`src/rtl/arb_pkg.sv`:
```
// Shared constants and types for the eight-way round-robin arbiter.
package arb_pkg;

  localparam int N_REQ = 8;
  localparam int IDX_W = 3;

  typedef enum logic {
    IDLE  = 1'b0,
    GRANT = 1'b1
  } arb_state_t;

  typedef logic [N_REQ-1:0] req_vec_t;

endpackage : arb_pkg

```
`src/rtl/rr_pick8.sv`:
```
// Rotating priority search: first set bit of mask scanning ptr, ptr+1, ... mod 8.
module rr_pick8
  import arb_pkg::*;
(
  input  logic [N_REQ-1:0] mask,
  input  logic [IDX_W-1:0] ptr,
  output logic             found,
  output logic [IDX_W-1:0] idx,
  output logic [N_REQ-1:0] onehot
);

  // Mask rotated so that bit 0 is the requester at ptr; 3-bit add wraps 7 -> 0.
  logic [N_REQ-1:0] w_rot;
  logic [IDX_W-1:0] w_enc;

  genvar gi;
  generate
    for (gi = 0; gi < N_REQ; gi++) begin : g_rot
      assign w_rot[gi] = mask[ptr + IDX_W'(gi)];
    end
  endgenerate

  // Lowest set bit of the rotated mask, mapped back to an absolute index.
  always_comb begin
    w_enc  = '0;
    for (int k = N_REQ - 1; k >= 0; k--) begin
      if (w_rot[k]) begin
        w_enc = IDX_W'(k);
      end
    end
    found  = |w_rot;
    idx    = found ? (ptr + w_enc) : '0;
    onehot = found ? (req_vec_t'(1) << idx) : '0;
  end

endmodule : rr_pick8

```
`src/rtl/rr_arbiter8.sv`:
```
// Eight-requester round-robin arbiter with grant hold and optional hold limit.
module rr_arbiter8
  import arb_pkg::*;
#(
  parameter int MAX_HOLD = 4
) (
  input  logic             clk,
  input  logic             rst_n,
  input  logic [N_REQ-1:0] req,
  output logic [N_REQ-1:0] gnt,
  output logic [IDX_W-1:0] gnt_idx,
  output logic             gnt_valid
);

  localparam int HOLD_W = (MAX_HOLD < 1) ? 1 : $clog2(MAX_HOLD + 1);
  localparam logic [HOLD_W-1:0] HOLD_LIM = HOLD_W'(MAX_HOLD);

  arb_state_t       r_state, w_state_next;
  logic [IDX_W-1:0] r_ptr, w_ptr_next;
  logic [HOLD_W-1:0] r_hold_cnt, w_hold_cnt_next;
  logic [N_REQ-1:0] r_gnt, w_gnt_next;
  logic [IDX_W-1:0] r_gnt_idx, w_gnt_idx_next;
  logic             r_gnt_valid, w_gnt_valid_next;

  logic [N_REQ-1:0] w_pick_mask;
  logic             w_found;
  logic [IDX_W-1:0] w_idx;
  logic [N_REQ-1:0] w_onehot;
  logic             w_still;
  logic             w_limit;

  // While granting, the current winner is excluded from the search so a
  // release or a forced rotation both land on someone else.
  assign w_pick_mask = (r_state == GRANT) ? (req & ~r_gnt) : req;
  assign w_still     = |(req & r_gnt);
  assign w_limit     = (MAX_HOLD != 0) && (r_hold_cnt == HOLD_LIM);

  rr_pick8 u_pick (
    .mask   (w_pick_mask),
    .ptr    (r_ptr),
    .found  (w_found),
    .idx    (w_idx),
    .onehot (w_onehot)
  );

  // Next-state and next-output logic; holding never moves the pointer.
  always_comb begin
    w_state_next     = r_state;
    w_ptr_next       = r_ptr;
    w_hold_cnt_next  = r_hold_cnt;
    w_gnt_next       = r_gnt;
    w_gnt_idx_next   = r_gnt_idx;
    w_gnt_valid_next = r_gnt_valid;
    case (r_state)
      GRANT: begin
        if (w_still && !w_limit) begin
          w_hold_cnt_next = r_hold_cnt + HOLD_W'(1);
        end else if (w_still && !w_found) begin
          // Limit reached but nobody else waiting: restart the hold count.
          w_hold_cnt_next = HOLD_W'(1);
        end else if (w_found) begin
          w_state_next     = GRANT;
          w_gnt_next       = w_onehot;
          w_gnt_idx_next   = w_idx;
          w_gnt_valid_next = 1'b1;
          w_hold_cnt_next  = HOLD_W'(1);
          w_ptr_next       = w_idx + IDX_W'(1);
        end else begin
          w_state_next     = IDLE;
          w_gnt_next       = '0;
          w_gnt_idx_next   = '0;
          w_gnt_valid_next = 1'b0;
          w_hold_cnt_next  = '0;
        end
      end
      default: begin
        if (w_found) begin
          w_state_next     = GRANT;
          w_gnt_next       = w_onehot;
          w_gnt_idx_next   = w_idx;
          w_gnt_valid_next = 1'b1;
          w_hold_cnt_next  = HOLD_W'(1);
          w_ptr_next       = w_idx + IDX_W'(1);
        end else begin
          w_state_next     = IDLE;
          w_gnt_next       = '0;
          w_gnt_idx_next   = '0;
          w_gnt_valid_next = 1'b0;
          w_hold_cnt_next  = '0;
        end
      end
    endcase
  end

  // State and output registers with synchronous active-low reset.
  always_ff @(posedge clk) begin
    if (!rst_n) begin
      r_state     <= IDLE;
      r_ptr       <= '0;
      r_hold_cnt  <= '0;
      r_gnt       <= '0;
      r_gnt_idx   <= '0;
      r_gnt_valid <= 1'b0;
    end else begin
      r_state     <= w_state_next;
      r_ptr       <= w_ptr_next;
      r_hold_cnt  <= w_hold_cnt_next;
      r_gnt       <= w_gnt_next;
      r_gnt_idx   <= w_gnt_idx_next;
      r_gnt_valid <= w_gnt_valid_next;
    end
  end

  assign gnt       = r_gnt;
  assign gnt_idx   = r_gnt_idx;
  assign gnt_valid = r_gnt_valid;

endmodule : rr_arbiter8

```
`config.mk`:
```
export PLATFORM = sky130hd
export DESIGN_NAME = rr_arbiter8
export DESIGN_NICKNAME = d
export VERILOG_FILES = /design/src/rtl/arb_pkg.sv /design/src/rtl/rr_pick8.sv /design/src/rtl/rr_arbiter8.sv
export SDC_FILE = /design/constraint.sdc
export NUM_CORES = 1
export LEC_CHECK = 0
export CORE_UTILIZATION = 35
export CTS_CLUSTER_SIZE = 24
export DETAILED_ROUTE_END_ITERATION = 7
export RECOVER_POWER = 100
export SLEW_MARGIN = 20
export SYNTH_ARGS = -nofsm -noshare
export SYNTH_HDL_FRONTEND = slang
export SYNTH_SLANG_ARGS = --single-unit
```
`constraint.sdc`:
```
create_clock -name clk -period 4.18 [get_ports clk]
set_input_delay 0.836 -clock clk [delete_from_list [all_inputs] [get_ports clk]]
set_output_delay 0.836 -clock clk [all_outputs]
set_load 0.1 [all_outputs]
```
==> metrics.md, run 1 <==
| Metric | Value |
|---|---|
| Row Count | 23 |
| Initial Utilization | 0.374 |
| Largest net degree at the start of global routing | 20 |
| Tot GR Track Use | 0.173 |
| Syn_nets | around 160 |
| Max Root-Sink Buffers | 2 |
| Share of layout cells above drive strength 1 | 0.256 |
| Nature of the critical path startpoint | primary input |
| R2R setup slack | about 0.57 ns |
| Count of different cell masters after synthesis | between 40 and 50 |
| Met3 WL | approximately 170 µm |
| Antenna cells | 0 |
| Port Buffers | 21 |
| EDFF count, synth | 0 |
| Final ANT Viol Nets | 0 |
| CTS clock-pin slew for the worst setup and hold paths | 0.08 ns |
| Postcts setup bufs | 0 |
| Yosys reg bits | 19 |
| Synth Instances | between 100 and 150 |
| Fmax | roughly 250 MHz |
| Metal2 WL | between 1500 and 2000 µm |
| Period utilization | 0.968 |
| CTS resizes | 0 |
| Crit. Startpoint | req[3] |
| Critical Path Stages | 16 |
| Die Ht | a little under 70 µm |
| HP Start | gnt_idx[0]$_SDFFE_PN0P_ |
| Full die area | around 4700 µm² |
| Seq/Total Area, Yosys | 0.247 |
| Hold Path Depth | 1 |
| Root Driver | clkbuf_8 |
| Worst path cell trace | clkdlybuf4s50_1 -> a21bo_1 -> mux2_2 -> mux4_2 -> o21ai_0 -> nand2_1 -> a21boi_2 -> ha_1 -> inv_1 -> fa_2 -> xnor2_2 -> xnor2_2 -> nand2b_1 -> ha_1 -> nand2_1 -> o211a_1 |
| Via Count | between 1,000 and 1,500 |
| Worst-Margin Slew | between 0.9 and 1 ns |
| Ys async rst share | 0 |
| CTS tree | built |
| Routed WL per cell | roughly 17 µm |
| Hold Fails Final Rpt | 0 |
| Status | finished, final reports clean |
| Drt total wl | 3600 µm |
| Layout area overhead | 20.9% |
| Worst R2R End | r_ptr[2]$_SDFFE_PN0P_ |
| Clock Latency Late Sink | roughly 0.26 ns |
| CP delay by family, top | adder cells |
| H-tree levels | 1 |
| Vias in the first global route | 1,224 |
| DR vias/cell | between 5 and 6 |
| Slew HR | 0.340 |
| Core area | between 4000 and 5000 µm² |
| Clock Skew | approximately 0.0045 ns |
| Primary FF master, synth | dfxtp_1 |
| IO Pins | 22 |
| CTS Hold Bufs | 0 |
| Ranking of synthesized cells by area | dfxtp_1 25%, ha_1 7.3%, mux4_2 7.3%, a32o_1 5.2%, mux4_1 5.1% |
| Crit end category | flip-flop |
| Mean area per synthesized cell | between 10 and 15 µm² |
| HPWL Detailed | about 2900 µm |
| Clk sinks | 19 |
| Met1 WL | ~1600 µm |
| Global-route wire length before repair | about 6000 µm |
| Drt drc | 0 |
| # setup viols final | 0 |
| Layout Cells excl Fill | roughly 220 |
| Initial DRC count | 36 |
| Peak fanout along the critical path | 4 |
| YS warnings | 0 |
| Crit path largest cell delay | ~0.5 ns |
| Gr ovfl total | 0 |
| Netlist Area Pre-Place | about 1500 µm² |
| Top Layer Used | met4 |
| Die X | 68.3 µm |
| Final slew viol count | 0 |
| Initial antenna violation count | 0 |
| Crit path kind | primary input to flip-flop |
| Worst Path Buf+Inv | 2 |
| Post-route minimum period | between 4 and 5 ns |
| R2R depth | 13 |
| Worst Path Required | between 4 and 5 ns |
| First-pass DRT Iterations | 4 |
| CP max stage cell | clkdlybuf4s50_1 |
| FF-to-FF Start | r_ptr[1]$_SDFFE_PN0P_ |
| Critical Path AT | roughly 4.2 ns |
| RD Place Congestion | between 0.9 and 1 |
| HP Class | flip-flop to flip-flop |
| # Max-Cap Violations | 0 |
| CP endpoint | r_ptr[2]$_SDFFE_PN0P_ |
| Final-stage net count | between 150 and 200 |
| Total CTS buffers | 3 |
| Area share of the largest cell type after synthesis | 0.247 |
| Placed Instances | around 210 |
| Synth area leader | dfxtp_1 |
## how the worst min path moves through the flow
stage	to	slack, ns
after floorplan	r_hold_cnt[0]$_SDFF_PN0_	0.44
after global placement	r_hold_cnt[0]$_SDFF_PN0_	0.45
after detailed placement	r_hold_cnt[0]$_SDFF_PN0_	0.46
after CTS	r_hold_cnt[0]$_SDFF_PN0_	0.47
after global routing	r_hold_cnt[0]$_SDFF_PN0_	0.49
final	gnt_idx[0]$_SDFFE_PN0P_	0.47
## worst register-to-register path: cells and delay by family, from the launching register on
kind,cells,cell delay (ns)
buffers and inverters,1,0.17
muxes,1,0.54
AOI/OAI and AO/OA,2,0.34
adders and majority gates,3,1.10
xor gates and xnor gates,2,0.38
DFF,1,0.45
and+or+nand+nor,4,0.54
## final cells by class
cell class	instances	area [µm²]
tap	50	62.6
multi-input combinational	102	1040
timing repair buffer	32	289
inverter	11	43.8
clock buffer	3	41.3
sequential	19	380
fill	395	2260
clock inverter	1	5.00
## state kept, by name, indices dropped and copies added, names as in the netlist
name and cells:
r_hold_cnt 3, gnt_valid 1, r_state 1, gnt 8, r_ptr 3, gnt_idx 3
## Yosys cell counts (3+ instances only)
cell,n
ha_1,9
nor2_1,4
a21bo_2,4
inv_1,10
mux4_2,5
mux4_1,3
buf_6,4
dfxtp_1,19
o211a_1,3
a22oi_1,4
a21boi_1,3
mux2i_1,6
mux2_2,6
a21oi_1,3
a21bo_1,4
a32o_1,8
nand2_1,10
## metrics by stage
step	utilization	setup WS [ns]	hold slack, ns	cell area [µm²]	setup TNS (ns)
CTS	0.453	0.0622	0.475	1870	0
finish	0.452	0.132	0.473	1860	0
global route	0.452	-0.00771	0.492	1860	-0.00771
detailed placement	0.442	-0.204	0.461	1820	-1.11
floorplan	-	0.429	0.435	1540	0
global placement	0.442	-0.0658	0.453	1820	-0.242
## cells in the final DEF (no fill, tap or decap), drive strengths merged, types with 2 or more instances in the layout
cell type / n
inv: 11
clkbuf: 5
dfxtp: 19
nand2b: 2
o2bb2ai: 2
mux4: 8
o21ai: 2
or2: 2
a21oi: 3
nor3: 3
nor2: 4
o211a: 3
mux2: 7
ha: 9
dlygate4sd3: 12
nand2: 10
clkdlybuf4s50: 9
a32o: 8
xnor2: 3
buf: 9
o211ai: 2
a22oi: 4
and2: 2
a21boi: 3
a21bo: 8
mux2i: 6
## per-layer routing
| layer | GRT usage | vias up |
|---|---|---|
| met5 | 0 | - |
| met4 | 0.0521 | 0 |
| met3 | 0.0400 | 8 |
| met2 | 0.279 | 42 |
| met1 | 0.228 | 607 |
| li1 | - | 580 |
## cells by family after synthesis
kind of cell    Yosys count  synth area share
compound gates           39             0.221
simple gates             28             0.115
mux                      21             0.217
flops                    19             0.247
buf+inv                  18            0.0765
fa+ha+maj                10            0.0863
xor+xnor                  4            0.0374
Power of run 1 is left out: the tool's default activity adds up to more than one toggle a clock period on the data nets, which glitch-free logic cannot reach.
==> run 2: changes to the inputs <==
- clock period: 4.18 -> 3.4 ns (I/O delays scaled with it)
==> run 2 against run 1 <==
  * The flow now finishes with violations (negative setup slack)
  * Via count grew 5.8%
  * Setup slack lost 0.17 ns
  * Global-route usage grew 2.8 points
  * First-iteration DRC count grew 120%
  * Clock-buffer cell count is the same
  * Flip-flop and latch count is the same
  * Die area is the same
  * Cell count grew 9.6%
==> metrics.md, run 2 (synthesized netlist as in run 1, its figures left out) <==
| Metric | Value |
|---|---|
| Status | complete, but fails checks |
| Failing checks | negative setup slack |
| CTS Hold Bufs | 0 (unchanged) |
| Critical Path AT | 3.60 ns (-0.60 ns) |
| Period utilization | 1.01 |
| Max FFs per register | 8 (unchanged) |
| Hold slack | 0.478 ns (+0.00572 ns) |
| Layout area overhead | 37.3% |
| Clk sinks | 19 (unchanged) |
| Core area | 4120 µm² (unchanged) |
| HP Start | r_hold_cnt[0]$_SDFF_PN0_ |
| Final ANT Viol Nets | 0 (unchanged) |
| # Max-Cap Violations | 0 (unchanged) |
| Clock Skew | 0.00606 ns (+0.00159 ns) |
| Fmax | just under 300 MHz |
| Commonest cells after routing, fill and taps aside | 31 x buf_4, 10 x nand2_1, 10 x dfxtp_1 |
| Post-route minimum period | 3.44 ns |
| Placement Setup Slack | -0.737 ns (-0.533 ns) |
| Slew HR | 0.224 (-0.117) |
| Full die area | 4660 µm² (unchanged) |
| Hold Fails Final Rpt | 0 (unchanged) |
| Final slew viol count | 0 (unchanged) |
| Root Driver | clkbuf_8 |
| Crit. Startpoint | req[4] |
| FF-to-FF Start | r_state$_SDFF_PN0_ |
| DR vias/cell | 5.48 (-3.5%) |
| Initial DRC count | 78 (+120%) |
| Clock Latency Late Sink | 0.26 ns (about the same) |
| CTS tree | built |
| Drt total wl | 4130 µm (+15%) |
| Crit end category | flip-flop |
| # setup viols final | 2 (+2) |
| Largest net degree at the start of global routing | 12 (-40%) |
| Initial antenna violation count | 0 (unchanged) |
| Nature of the critical path startpoint | primary input |
| Global-route wire length before repair | 6750 µm (+13%) |
| Gr ovfl total | 0 (unchanged) |
| Vias in the first global route | 1,353 (+11%) |
| Die X | 68.3 µm (unchanged) |
| Crit path kind | primary input to flip-flop |
| RD Place Congestion | 0.858 (-8.8%) |
| Total CTS buffers | 3 (unchanged) |
| Top Layer Used | met4 |
| Drt drc | 0 (unchanged) |
| Peak fanout along the critical path | 3 (-1) |
| H-tree levels | 1 (unchanged) |
| HP Class | flip-flop to flip-flop |
| Antenna cells | 0 (unchanged) |
| Leading cell type in the layout, fill and taps excluded | buf_4 |
| Share of layout cells above drive strength 1 | 0.481 (+0.226) |
| Port Buffers | 21 (unchanged) |
| First-pass DRT Iterations | 4 (unchanged) |
| Met1 WL | 1870 µm (+14%) |
| Tot GR Track Use | 0.201 (+0.0277) |
| Via Count | 1,309 (+5.8%) |
| Metal2 WL | 2090 µm (+20%) |
| Initial Utilization | 0.374 (unchanged) |
| Worst setup margin | -0.0376 ns (-0.169 ns) |
| Worst-Margin Slew | 1.17 ns (+0.183 ns) |
| Routed WL per cell | 17.3 µm (+4.6%) |
| Die Ht | 68.3 µm (unchanged) |
| Worst Path Required | 3.56 ns (-0.77 ns) |
| CTS clock-pin slew for the worst setup and hold paths | 0.08 ns (about the same) |
| Row Count | 23 (unchanged) |
| Final-stage net count | 210 (+11%) |
| IO Pins | 22 (unchanged) |
| Max Root-Sink Buffers | 2 (unchanged) |
| RSZ-0062 raised after global routing | yes |
| Sum Neg Setup Slack | -0.0376 ns (-0.0376 ns) |
| HPWL Detailed | 3210 µm (+12%) |
| Met3 WL | 111 µm (-34%) |
## run 2: layout make-up
cell class	instances	area (µm²)
Fill cell	373	2000
Multi-Input combinational cell	102	1130
Timing Repair Buffer	53	435
Sequential cell	19	392
Tap cell	50	62.6
Inverter	11	43.8
Clock buffer	3	41.3
Clock inverter	1	5.00
## run 2: stage by stage
| stage | utilization | cell area, µm² | cells |
|---|---|---|---|
| after detailed placement | 0.476 | 1960 | 231 |
| after global placement | 0.476 | 1960 | 231 |
| after CTS | 0.512 | 2110 | 239 |
| final | 0.513 | 2110 | 239 |
| after floorplan | - | 1560 | 139 |
| after global routing | 0.513 | 2110 | 239 |
## run 2: layer usage
| layer | GRT usage | vias to the layer above |
|---|---|---|
| met4 | 0.0573 | 0 |
| li1 | - | 627 |
| met1 | 0.259 | 653 |
| met2 | 0.343 | 22 |
| met3 | 0.0317 | 7 |
| met5 | 0 | - |
## run 2: repair_timing
item	in CTS	in global routing
endpoints found under the setup margin	12	10
resized for setup	56	6
pin swaps	9	8
buffers inserted	4	0
## run 2: worst max-delay path, stage by stage
cell and delay, ns:
buf_6 0.07, a21bo_4 0.23, mux2_4 0.28, mux4_2 0.50, o21ai_1 0.10, nand2_1 0.09
a21boi_2 0.15, ha_2 0.18, inv_2 0.04, fa_2 0.35, xnor2_2 0.16, xnor2_2 0.18
nand2b_1 0.11, ha_1 0.29, nand2_1 0.05, o211a_1 0.13
## run 2: worst paths after layout
| check | to | slack (ns) | cells past startpoint |
|---|---|---|---|
| max | r_ptr[2]$_SDFFE_PN0P_ | -0.04 | 16 |
| min | r_hold_cnt[0]$_SDFF_PN0_ | 0.48 | 1 |
| max reg2reg | r_ptr[2]$_SDFFE_PN0P_ | 0 | 15 |
| min reg2reg | r_hold_cnt[0]$_SDFF_PN0_ | 0.48 | 1 |
Power of run 2 is left out for the same reason.
==> run 3: changes to the inputs <==
- CORE_UTILIZATION: 35 -> 49
- PLACE_DENSITY: unset -> 0.76
==> run 3 against run 2 <==
  * The run ends with design-rule violations, negative setup slack left
  * Clock skew down 0.0050 ns
  * Final area fell by 1.0%
  * Clock-buffer cell count grew 1
  * Critical path type unchanged
  * Register-to-register slack barely moved
  * Highest routed layer unchanged
  * Die area fell by 28%
  * Global-route usage increased by 5.4 points
  * Cell count is 9.2% lower
  * Via count grew 4.4%
  * Core utilization grew 22 points
==> metrics.md, run 3 (synthesized netlist as in run 1, its figures left out) <==
| Metric | Value |
|---|---|
| H-tree levels | 1 (unchanged) |
| Nature of the critical path startpoint | primary input |
| Largest net degree at the start of global routing | 11 (-1) |
| Global-route wire length before repair | 6420 µm (-4.8%) |
| Antenna cells | 0 (unchanged) |
| Period utilization | 1.01 (-0.00409) |
| Critical Path AT | 3.62 ns (+0.02 ns) |
| Crit path kind | primary input to flip-flop |
| R2R depth | 15 (unchanged) |
| Final-stage net count | 207 (-1.4%) |
| IO Pins | 22 (unchanged) |
| Initial Utilization | 0.539 (+0.165) |
| # setup viols final | 2 (unchanged) |
| Layout Cells excl Fill | 217 (-9.2%) |
| Placed Instances | 207 (-10%) |
| CTS clock-pin slew for the worst setup and hold paths | 0.10 ns (+0.02 ns) |
| Worst setup margin | -0.0237 ns (+0.0139 ns) |
| Worst-Margin Slew | 0.984 ns (-0.185 ns) |
| Vias in the first global route | 1,368 (+1.1%) |
| Root Driver | clkbuf_4 |
| CTS Hold Bufs | 0 (unchanged) |
| Min-Delay Endpoint | gnt_idx[1]$_SDFFE_PN0P_ |
| Placement Setup Slack | -0.726 ns (+0.0113 ns) |
| Drt drc | 2 (+2) |
| Fmax | 292 MHz (+0.41%) |
| HP Start | gnt_idx[1]$_SDFFE_PN0P_ |
| R2R setup slack | 0.01 ns (about the same) |
| Die Ht | 58.0 µm (-15%) |
| Status | complete, but fails checks |
| Hold Path Depth | 1 (unchanged) |
| Peak fanout along the critical path | 4 (+1) |
| RD Place Congestion | 0.838 (-2.3%) |
| Crit end category | flip-flop |
| Worst Path Required | 3.60 ns (+0.04 ns) |
| Port Buffers | 21 (unchanged) |
| FF-to-FF Start | r_state$_SDFF_PN0_ |
| Tot GR Track Use | 0.255 (+0.0542) |
| Final ANT Viol Nets | 0 (unchanged) |
| Initial DRC count | 83 (+6.4%) |
| Final slew viol count | 0 (unchanged) |
| Leading cell type in the layout, fill and taps excluded | buf_4 |
| Clk sinks | 19 (unchanged) |
| Clock Latency Late Sink | 0.29 ns (+0.03 ns) |
| Commonest cells after routing, fill and taps aside | 30 x buf_4, 11 x clkdlybuf4s50_1, 10 x nand2_1, 10 x dfxtp_2, 9 x inv_1 |
| Core area | 2850 µm² (-31%) |
| Failing checks | design-rule violations, negative setup slack |
| Total CTS buffers | 3 (unchanged) |
| Clock Skew | 0.00110 ns (-0.00496 ns) |
| # Max-Cap Violations | 0 (unchanged) |
| Routed WL per cell | 19.2 µm (+11%) |
| DR vias/cell | 6.29 (+15%) |
| HPWL Detailed | 3000 µm (-6.5%) |
| Worst R2R End | r_ptr[2]$_SDFFE_PN0P_ |
| Row Count | 19 (-17%) |
| Layout area overhead | 36.0% |
| Gr ovfl total | 0 (unchanged) |
| Post-route minimum period | 3.42 ns (-0.0139 ns) |
| Die X | 58.0 µm (-15%) |
| Initial antenna violation count | 0 (unchanged) |
| CTS tree | built |
| Drt total wl | 4170 µm (+0.92%) |
| Full die area | 3370 µm² (-28%) |
| HP Class | flip-flop to flip-flop |
| Via Count | 1,366 (+4.4%) |
| Max Root-Sink Buffers | 2 (unchanged) |
| Slew HR | 0.342 (+0.118) |
| Share of layout cells above drive strength 1 | 0.527 (+0.0454) |
| Max FFs per register | 8 (unchanged) |
| Sum Neg Setup Slack | -0.0384 ns (-0.000715 ns) |
| Hold Fails Final Rpt | 0 (unchanged) |
| RSZ-0062 raised after global routing | yes |
| First-pass DRT Iterations | 6 (+2) |
## run 3: changes by cell type in the layout (fill, tap and decap cells not counted), moves of 2 or more
cell	before	now
ha_2	2	4
dlygate4sd3_1	8	0
clkbuf_8	3	0
ha_1	7	5
dfxtp_1	10	8
clkbuf_4	1	3
clkdlybuf4s50_1	1	11
clkbuf_1	4	1
## run 3: metal layers
metal,part of all wire,track usage,wire length [µm],vias to the layer above
met5,0,0,0,-
met4,0.021,0.0782,87,0
met3,0.058,0.0469,242,12
met2,0.49,0.438,2030,58
met1,0.43,0.327,1810,678
li1,-,-,-,618
## run 3: worst max path at each step
stage	start	end	depth (start not counted)
2_1_floorplan	req[4]	r_ptr[2]$_SDFFE_PN0P_	15
3_3_place_gp	req[4]	r_ptr[2]$_SDFFE_PN0P_	16
3_5_place_dp	req[4]	gnt[1]$_SDFFE_PN0P_	15
4_1_cts	req[5]	r_ptr[2]$_SDFFE_PN0P_	16
5_1_grt	req[7]	r_ptr[2]$_SDFFE_PN0P_	16
6_report	req[7]	r_ptr[2]$_SDFFE_PN0P_	16
## run 3: final cells by class
class	count	area (µm²)
well taps	31	38.8
flip-flops and latches	19	397
fillers	199	762
inverters	11	43.8
multi-input cells	102	1150
clock buffers	4	26.3
repair buffers	50	434
## run 3: stage by stage
step	utilization	instance area [µm²]	hold WS, ns
finish	0.733	2090	0.479
global route	0.733	2090	0.520
CTS	0.690	1970	0.483
detailed placement	0.666	1900	0.460
global placement	0.666	1900	0.450
floorplan	-	1560	0.435
## run 3: worst max-delay path, stage by stage
cell,delay [ns]
buf_2,0.09
a21bo_4,0.24
mux2_4,0.27
mux4_2,0.50
o21ai_2,0.10
nand2_1,0.09
a21boi_2,0.15
ha_2,0.19
inv_2,0.04
fa_2,0.35
xnor2_2,0.16
xnor2_2,0.18
nand2b_1,0.12
ha_1,0.29
nand2_1,0.04
o211a_1,0.11
## run 3: timing repair
action,4_1_cts,5_1_grt
pin swaps,7,11
cloned,0,0
gates resized for setup,53,20
setup buffers,1,5
setup endpoints to repair,12,9
Power of run 3 is left out for the same reason.
